$ cat src/rtl/fifo_byte_drain.sv
// rtl/fifo_byte_drain.sv - FIFO read-side drain that serializes words into beats
//
// Pops WIDTH-bit words from an async FIFO read port and emits each one
// MSB-first as NBEATS = WIDTH/OUT_WIDTH beats on a valid/ready stream.
// WIDTH must be an integer multiple of OUT_WIDTH, with NBEATS >= 2.
//
// Ports:
//   rdclk        FIFO read-side clock
//   rst_n        synchronous active-low reset
//   fifo_empty   FIFO empty flag
//   fifo_rden    FIFO read enable (combinational)
//   fifo_rddata  FIFO read data, valid the cycle after fifo_rden
//   out_data     current beat
//   out_valid    beat valid
//   out_ready    downstream accepts beat
//   out_last     final beat of the current word
//   words_read   count of words popped, wraps
module fifo_byte_drain #(
  parameter int WIDTH     = 64,
  parameter int OUT_WIDTH = 8,
  parameter int CNT_WIDTH = 32
) (
  input  logic                 rdclk,
  input  logic                 rst_n,
  input  logic                 fifo_empty,
  output logic                 fifo_rden,
  input  logic [WIDTH-1:0]     fifo_rddata,
  output logic [OUT_WIDTH-1:0] out_data,
  output logic                 out_valid,
  input  logic                 out_ready,
  output logic                 out_last,
  output logic [CNT_WIDTH-1:0] words_read
);

  localparam int NBEATS = WIDTH / OUT_WIDTH;
  localparam int BW     = $clog2(NBEATS);
  localparam logic [BW-1:0] LAST_BEAT = BW'(NBEATS - 1);

  typedef enum logic [1:0] {
    ST_IDLE,
    ST_WAIT,
    ST_SEND
  } state_t;

  state_t               state, state_nxt;
  logic [WIDTH-1:0]     sr, sr_nxt;
  logic [BW-1:0]        beat, beat_nxt;
  logic [CNT_WIDTH-1:0] words_q;
  logic                 in_send;
  logic                 at_last;
  logic                 hs;

  always_ff @(posedge rdclk) begin
    if (!rst_n) begin
      state   <= ST_IDLE;
      sr      <= '0;
      beat    <= '0;
      words_q <= '0;
    end else begin
      state <= state_nxt;
      sr    <= sr_nxt;
      beat  <= beat_nxt;
      if (fifo_rden) begin
        words_q <= words_q + CNT_WIDTH'(1);
      end
    end
  end

  always_comb begin
    in_send = (state == ST_SEND);
    at_last = (beat == LAST_BEAT);
    hs      = in_send && out_ready;

    // Pop either from idle, or in the same cycle the last beat of the held
    // word is accepted, so only one word is ever outstanding. rst_n gates it
    // so nothing is popped while the FIFO itself is held in reset.
    fifo_rden = rst_n && !fifo_empty && ((state == ST_IDLE) || (hs && at_last));

    out_valid = in_send;
    out_last  = in_send && at_last;
    out_data  = in_send ? sr[WIDTH-1 -: OUT_WIDTH] : '0;

    state_nxt = state;
    sr_nxt    = sr;
    beat_nxt  = beat;

    case (state)
      ST_IDLE: begin
        if (fifo_rden) begin
          state_nxt = ST_WAIT;
        end
      end
      ST_WAIT: begin
        // Read data lands one cycle after rden.
        sr_nxt    = fifo_rddata;
        beat_nxt  = '0;
        state_nxt = ST_SEND;
      end
      ST_SEND: begin
        if (hs) begin
          if (!at_last) begin
            sr_nxt   = sr << OUT_WIDTH;
            beat_nxt = beat + 1'b1;
          end else begin
            state_nxt = fifo_rden ? ST_WAIT : ST_IDLE;
          end
        end
      end
      default: begin
        state_nxt = ST_IDLE;
      end
    endcase
  end

  assign words_read = words_q;

endmodule

$ cat config.mk
export PLATFORM = sky130hd
export DESIGN_NAME = fifo_byte_drain
export DESIGN_NICKNAME = d
export VERILOG_FILES = /design/src/rtl/fifo_byte_drain.sv
export SDC_FILE = /design/constraint.sdc
export NUM_CORES = 1
export LEC_CHECK = 0
export BUFFER_PORTS_ARGS = -buffer_cell sky130_fd_sc_hd__buf_2
export CAP_MARGIN = 20
export CELL_PAD_IN_SITES_DETAIL_PLACEMENT = 0
export CELL_PAD_IN_SITES_GLOBAL_PLACEMENT = 1
export CORE_AREA = 3 3 112 114
export CTS_CLUSTER_DIAMETER = 30
export DETAILED_ROUTE_END_ITERATION = 10
export DIE_AREA = 0 0 115 117
export PLACE_DENSITY = 0.9
export SLEW_MARGIN = 20
export SYNTH_ARGS = -nofsm -noshare
export SYNTH_HDL_FRONTEND = slang
export SYNTH_SLANG_ARGS = --single-unit
$ cat constraint.sdc
create_clock -name rdclk -period 2.5 [get_ports rdclk]
set_input_delay 0.5 -clock rdclk [delete_from_list [all_inputs] [get_ports rdclk]]
set_output_delay 0.5 -clock rdclk [all_outputs]
set_load 0.005 [all_outputs]
==> qor.yml, run 1 <==
setup-tns-final_ns: 0
synth.mux.area_fraction_pct: 0.443
tightestPinTransition_ns: 0.673
finalHoldViolCount: 0
dominantRegCellSynth: "sky130_fd_sc_hd__dfxtp_1"
top_usage_layer: "met2"
tritoncts: "yes"
final-max-slew-violation-count: 0
asyncSetResetFlopFracSynth_pct: 0
switchingPower_uw: 903
use_met2_pct: 26.4
slowest_stage: "sky130_fd_sc_hd__a21boi_2"
delay_of_the_slowest_cell_on_the_worst_path_ns: 0.36
synthesized_netlist_cell_count: 564
syn_area_per_cell_um2: 8.01
count_of_buffers_from_port_buffering: 110
timing.reg2reg.setup_slack_ns: 0.22
routed_wl_um: 11800
synth.cell_area_um2: 4520
synth_top_family_by_area: "simple AND/OR/NAND/NOR gates"
outcome: "complete, no violations"
rr_worst_depth: 6
num_io_pins: 111
power-per-cell-area_nw_per_um2: 656
clock_sink_count: 101
cp.required_ns: 2.00
synth_fa_ha_area_share_pct: 0.831
route.detailed.drc: 0
post_route_cells_drive_above_1_share_pct: 21.8
startpoint_of_the_worst_hold_path: "fifo_rddata[2]"
critical_path.reg2reg.endpoint: "words_read[28]$_SDFFE_PN0P_"
timing.hold.worst_endpoint: "sr[2]$_SDFFE_PN0P_"
grt.total_usage_pct: 17.2
timing.final.setup_violations: 0
die-area_um2: 13500
min_period_ns: 2.29
fmaxAchievable_mhz: 437
via_count: 4401
grt_first_pass_wirelength_um: 18700
hold_slack_ns: 0.410
cts_hold_buf: 0
seq_power_share_pct: 49.2
internal_power_uw: 2690
tritoncts.num_buffers: 9
cts.path.max_buffers: 2
antenna_left: 0
syn2layout_area_growth_pct: 21.2
insertion_delay_ns: 0.34
timing.critical_path.fanout_max: 10
power.static_leakage_uw: 0.00214
compound_gate_portion_of_the_synthesized_area_pct: 19.0
global_route.overflow_total: 0
synthDistinctLibCells: 40
max_cap_viol: 0
peakVddDrop_mv: 0.303
crit_path_end_kind: "output pin"
clock_tree.root_cell: "sky130_fd_sc_hd__clkbuf_16"
crit-reg2reg-launch: "beat[0]$_SDFFE_PN0P_"
cp-start-kind: "flop"
start_util_pct: 39.2
dp_hpwl_um: 8130
clkPwrFrac_pct: 39.4
final_nets: 721
ys_seq_elements: 101
syn_nets: 635
combinationalPowerShare_pct: 11.4
worst_clock_skew_ns: 0.00852
crit_path_frequent_cell: "sky130_fd_sc_hd__ha_1"
synth-xor-area-share_pct: 1.36
num_rows: 39
post_cts_buffers: 0
clock_h_tree_levels: 3
antenna_found_initial: 1
clk_pin_slew_worst_paths_ns: 0.07
critical_path.cell_chain: "ha_1 > ha_1 > a21boi_2 > nor2_1 > buf_2"
layout_worst_path_cycle_share_pct: 91.6
critical_path.top_delay_family: "adder cells"
first_iter_violations: 408
hold-path-cell-count: 3
die_h_um: 117
yosysSeqAreaShare_pct: 44.8
netSwitchingFraction_pct: 25.1
synth.yosys.warnings: 0
drt-wirelength-per-cell_um: 14.8
arrival_time_of_the_worst_setup_path_ns: 1.79
grt.met3_usage_pct: 3.19
via_per_inst: 5.51
synth_simple_gate_area_share_pct: 28.6
core-area_um2: 11500
grt_setup_unrepaired: "false"
crit_type: "reg -> out"
first_global_vias: 3883
grt_start_max_net_pins: 113
synth_edf_count: 0
min-delay-path-class: "in -> reg"
crit_buf_inv: 1
die_width_um: 115
relSlewSlack_pct: 55.0
gp_routability_congestion: 0.802
use_met1_pct: 23.9
drt_pre_antenna_iters: 6
layout.filler_cells: 1147
==> timing repair <==
item,in CTS,in global routing
resized for setup,1,1
setup endpoints to repair,1,1
pin swaps,0,0
hold endpoints to repair,0,0
==> routing by layer <==
layer	up-vias	wire, um
met5	-	0
met4	0	211
met3	13	637
met2	124	5480
met1	2057	5470
li1	2207	-
==> metrics by stage <==
step	setup slack, ns	cell area [um2]	cells	power (uW)	util (%)
2_1_floorplan	0.190	4520	564	2070	-
3_3_place_gp	0.158	5160	782	2200	44.8
3_5_place_dp	0.104	5160	782	2210	44.8
4_1_cts	0.0956	5470	798	3640	47.5
5_1_grt	0.0395	5470	799	3770	47.5
6_report	0.210	5470	799	3590	47.5
==> cell usage after synthesis, types with 6 or more instances <==
cell type | number | area, um2
sky130_fd_sc_hd__a21oi_1 | 24 | 120
sky130_fd_sc_hd__a22oi_1 | 8 | 60.1
sky130_fd_sc_hd__a311oi_1 | 56 | 490
sky130_fd_sc_hd__and2_1 | 9 | 56.3
sky130_fd_sc_hd__buf_1 | 6 | 22.5
sky130_fd_sc_hd__clkbuf_1 | 37 | 139
sky130_fd_sc_hd__dfxtp_1 | 101 | 2020
sky130_fd_sc_hd__inv_1 | 7 | 26.3
sky130_fd_sc_hd__nand2_1 | 127 | 477
sky130_fd_sc_hd__nand3_1 | 13 | 65.1
sky130_fd_sc_hd__nand4_1 | 10 | 62.6
sky130_fd_sc_hd__nor2_1 | 77 | 289
sky130_fd_sc_hd__o31ai_1 | 17 | 128
sky130_fd_sc_hd__or4_1 | 18 | 135
sky130_fd_sc_hd__xnor2_1 | 7 | 61.3
==> flip-flops by register name, indices dropped and copies added, names as in the netlist <==
signal	cells
beat	3
words_read	32
sr	64
state	2
==> cell families (layout without fill, tap and decap cells) <==
logic type,Yosys count,count (layout)
muxes,2,2
and+or+nand+nor,283,283
other,0,1
AOI/OAI and AO/OA,114,114
adders and majority gates,3,3
DFF,101,101
buffers and inverters,54,145
xor gates and xnor gates,7,7
==> area by class of cell <==
type / instances / area [um2] / share of cell area (%)
timing repair buffer: 122 / 653 / 11.9
inverter: 7 / 26.3 / 0.480
clock buffer: 12 / 246 / 4.50
multi-input combinational: 409 / 2290 / 41.8
antenna: 1 / 2.50 / 0.0457
clock inverter: 4 / 55.1 / 1.01
tap: 143 / 179 / 3.27
sequential: 101 / 2020 / 36.9
==> how the worst max path moves through the flow <==
stage / cells after the start / startpoint / endpoint / slack (ns)
after floorplan: 7 / rst_n / words_read[30]$_SDFFE_PN0P_ / 0.19
after global placement: 6 / rst_n / words_read[17]$_SDFFE_PN0P_ / 0.16
after detailed placement: 6 / rst_n / words_read[11]$_SDFFE_PN0P_ / 0.10
after CTS: 4 / words_read[8]$_SDFFE_PN0P_ / words_read[28]$_SDFFE_PN0P_ / 0.1
after global routing: 7 / beat[0]$_SDFFE_PN0P_ / words_read[13]$_SDFFE_PN0P_ / 0.04
final: 5 / beat[0]$_SDFFE_PN0P_ / fifo_rden / 0.21
==> power by group through the flow <==
stage	combinational, uW	clock, uW	sequential (uW)
2_1_floorplan	284	0	1790
3_3_place_gp	400	0	1800
3_5_place_dp	409	0	1800
4_1_cts	413	1460	1770
5_1_grt	464	1530	1780
6_report	410	1420	1770
==> placed cells by master (no fill, tap or decap), types with 2 or more instances in the layout <==
cell / netlist / final
sky130_fd_sc_hd__inv_2: 0 / 2
sky130_fd_sc_hd__o21ai_0: 4 / 4
sky130_fd_sc_hd__a311oi_1: 56 / 56
sky130_fd_sc_hd__buf_2: 1 / 110
sky130_fd_sc_hd__ha_1: 3 / 3
sky130_fd_sc_hd__nand2_1: 127 / 126
sky130_fd_sc_hd__clkbuf_1: 37 / 2
sky130_fd_sc_hd__a22oi_1: 8 / 8
sky130_fd_sc_hd__and4_1: 2 / 2
sky130_fd_sc_hd__or3_1: 5 / 5
sky130_fd_sc_hd__or4_1: 18 / 17
sky130_fd_sc_hd__a21oi_1: 24 / 24
sky130_fd_sc_hd__buf_4: 1 / 11
sky130_fd_sc_hd__o31ai_1: 17 / 17
sky130_fd_sc_hd__mux2i_1: 2 / 2
sky130_fd_sc_hd__and3_1: 3 / 3
sky130_fd_sc_hd__xnor2_1: 7 / 7
sky130_fd_sc_hd__nor4_1: 5 / 5
sky130_fd_sc_hd__dfxtp_1: 101 / 101
sky130_fd_sc_hd__nand2b_1: 3 / 2
sky130_fd_sc_hd__nor3_1: 2 / 2
sky130_fd_sc_hd__nand4_1: 10 / 10
sky130_fd_sc_hd__clkbuf_16: 0 / 9
sky130_fd_sc_hd__and2_1: 9 / 9
sky130_fd_sc_hd__inv_1: 7 / 5
sky130_fd_sc_hd__nor4b_1: 2 / 2
sky130_fd_sc_hd__nor2_1: 77 / 77
sky130_fd_sc_hd__nand3_1: 13 / 13
==> worst reg2reg max path, stage by stage, from the launching register on <==
cell and delay (ns):
sky130_fd_sc_hd__dfxtp_1 0.37, sky130_fd_sc_hd__ha_1 0.16, sky130_fd_sc_hd__ha_1 0.22, sky130_fd_sc_hd__a21boi_2 0.15
sky130_fd_sc_hd__or3_4 0.53, sky130_fd_sc_hd__or4_1 0.57, sky130_fd_sc_hd__a21oi_1 0.21
Power figures use the tool's default switching activity.
==> inputs of run 2 (changes only) <==
--- a/config.mk
+++ b/config.mk
@@ -13,7 +13,7 @@
 export CTS_CLUSTER_DIAMETER = 30
 export DETAILED_ROUTE_END_ITERATION = 10
 export DIE_AREA = 0 0 115 117
-export PLACE_DENSITY = 0.9
+export PLACE_DENSITY = 0.83
 export SLEW_MARGIN = 20
 export SYNTH_ARGS = -nofsm -noshare
 export SYNTH_HDL_FRONTEND = slang
==> run 2 against run 1 <==
  * Cell count up 0.25%
  * Non-clock buffer count up 3
  * Maximum frequency down 2.7%
  * Final area up 1.4%
  * Highest routed layer is now met5
  * Via count down 1.5%
  * Die area unchanged
  * Utilization up 0.67 points
  * Sequential power about the same
  * Clock skew down 0.0021 ns
  * Critical endpoint is now words_read[29]$_SDFFE_PN0P_
==> qor.yml, run 2 (synthesis gave the netlist of run 1 again) <==
setup.worst_path.start: "words_read[8]$_SDFFE_PN0P_"
antenna_cells: 0  # -1
num_io_pins: 111  # unchanged
gp_routability_congestion: 0.819  # +2.1%
via_per_inst: 5.41  # -1.7%
crit_path_frequent_cell: "sky130_fd_sc_hd__or4_1"
final_cell_area_um2: 5550  # +1.4%
delay_of_the_slowest_cell_on_the_worst_path_ns: 0.86  # +0.50 ns
first_global_vias: 4064  # +4.7%
core-area_um2: 11500  # unchanged
timing.final.setup_violations: 0  # unchanged
crit-reg2reg-launch: "words_read[8]$_SDFFE_PN0P_"
crit_path_end_kind: "flop"
layout_commonest_cell: "sky130_fd_sc_hd__nand2_1"
postPlaceCellArea_um2: 5210  # +0.92%
clock_sink_count: 101  # unchanged
cp.required_ns: 2.77  # +0.77 ns
grt_setup_unrepaired: "false"
dp.cells: 785  # +0.38%
grt_first_pass_wirelength_um: 19000  # +1.5%
start_util_pct: 39.2  # unchanged
clk_pin_slew_worst_paths_ns: 0.07  # about the same
arrival_time_of_the_worst_setup_path_ns: 2.62  # +0.83 ns
final-max-slew-violation-count: 0  # unchanged
outcome: "complete, no violations"
final_nets: 724  # +0.42%
slowest_stage: "sky130_fd_sc_hd__or4_1"
startpoint_of_the_worst_hold_path: "fifo_rddata[0]"
routed_wl_um: 11800  # -0.38%
die_h_um: 117  # unchanged
power.static_leakage_uw: 0.00219  # +2.1%
post_cts_buffers: 0  # unchanged
peakVddDrop_mv: 0.389  # +28%
num_rows: 39  # unchanged
via_count: 4336  # -1.5%
final_cell_count_no_fill: 801  # +0.25%
route.detailed.drc: 0  # unchanged
count_of_buffers_from_port_buffering: 110  # unchanged
finalHoldViolCount: 0  # unchanged
drt_pre_antenna_iters: 4  # -2
total_of_cells_resized_after_clock_tree_synthesis: 0  # -1
layout_common_cells: "126 x sky130_fd_sc_hd__nand2_1, 110 x sky130_fd_sc_hd__buf_2, 101 x sky130_fd_sc_hd__dfxtp_1"
relSlewSlack_pct: 55.2  # +0.12 points
largest_register_ffs: 64  # unchanged
registers.top_by_ff_count: "sr"
drt-wirelength-per-cell_um: 14.7  # -0.63%
cts.path.max_buffers: 2  # unchanged
tritoncts.num_buffers: 9  # unchanged
max_cap_viol: 0  # unchanged
tritoncts: "yes"
syn2layout_area_growth_pct: 22.9
cts_hold_buf: 0  # unchanged
grt_start_max_net_pins: 74  # -35%
critical_path.cell_chain: "nand4_1 > or4_1 > or4_1 > a21oi_1"
antenna_found_initial: 2  # +1
setup-tns-final_ns: 0  # unchanged
clock_tree.root_cell: "sky130_fd_sc_hd__clkbuf_16"
die_width_um: 115  # unchanged
fmaxAchievable_mhz: 425  # -2.7%
crit_type: "reg -> reg"
global_route.overflow_total: 0  # unchanged
clock_h_tree_levels: 3  # unchanged
grt.total_usage_pct: 17.4  # +0.23 points
postLayoutSetupSlackWorst_ns: 0.146  # -0.0638 ns
min-delay-path-class: "in -> reg"
worst_clock_skew_ns: 0.00639  # -0.00213 ns
antenna_left: 0  # unchanged
post_route_cells_drive_above_1_share_pct: 21.9  # +0.052 points
cp-start-kind: "flop"
power-per-cell-area_nw_per_um2: 679  # +3.5%
layout_worst_path_cycle_share_pct: 94.2  # +2.6 points
timing.critical_path.fanout_max: 18  # +8
first_iter_violations: 281  # -31%
min_period_ns: 2.35  # +0.0638 ns
pre_cts_ws_ns: 0.175  # +0.0706 ns
tightestPinTransition_ns: 0.671  # -0.00184 ns
dp_hpwl_um: 8230  # +1.2%
insertion_delay_ns: 0.34  # about the same
die-area_um2: 13500  # unchanged
==> run 2: changes by cell type in the layout (fill, tap and decap cells not counted), sizes merged <==
cell,previous run,this run
buf,122,125
inv,8,7
bufinv,1,3
diode,1,0
clkinvlp,1,0
==> run 2: final cells by class <==
cell class / count / area [um2]
Multi-Input combinational cell: 409 / 2280
Fill cell: 1158 / 5970
Tap cell: 143 / 179
Sequential cell: 101 / 2020
Clock buffer: 12 / 246
Inverter: 7 / 26.3
Timing Repair Buffer: 125 / 701
Clock inverter: 4 / 95.1
==> run 2: stage by stage <==
step	util [%]	hold WS, ns	power (uW)
4_1_cts	48.2	0.400	3820
5_1_grt	48.2	0.416	3940
2_1_floorplan	-	0.452	2070
3_3_place_gp	45.2	0.445	2210
3_5_place_dp	45.2	0.449	2220
6_report	48.2	0.410	3770
==> run 2: power breakdown <==
group	internal (uW)	switching [uW]
combinational	173	239
sequential	1710	54.3
clock	1000	587
==> run 2: worst paths after layout <==
| path | endpoint | slack, ns | cells after the start |
|---|---|---|---|
| setup / recovery | words_read[29]$_SDFFE_PN0P_ | 0.15 | 4 |
| hold / removal | sr[0]$_SDFFE_PN0P_ | 0.41 | 3 |
| setup reg to reg | words_read[29]$_SDFFE_PN0P_ | 0.15 | 4 |
| hold reg to reg | words_read[31]$_SDFFE_PN0P_ | 0.46 | 1 |
==> run 2: worst max-delay path, delay by kind of cell (launching register included) <==
kind | cells | cell delay [ns]
compound gates | 1 | 0.17
simple gates | 3 | 1.68
flops | 1 | 0.43
==> run 2: per-layer routing <==
metal  global-route usage [%]  vias up  part of all wire [%]
met5                        0        -                  0.23
met4                     5.01        4                   1.4
met3                     5.86       16                   5.4
met2                     28.9       88                    48
met1                     21.7     2021                    45
li1                         -     2207                     -
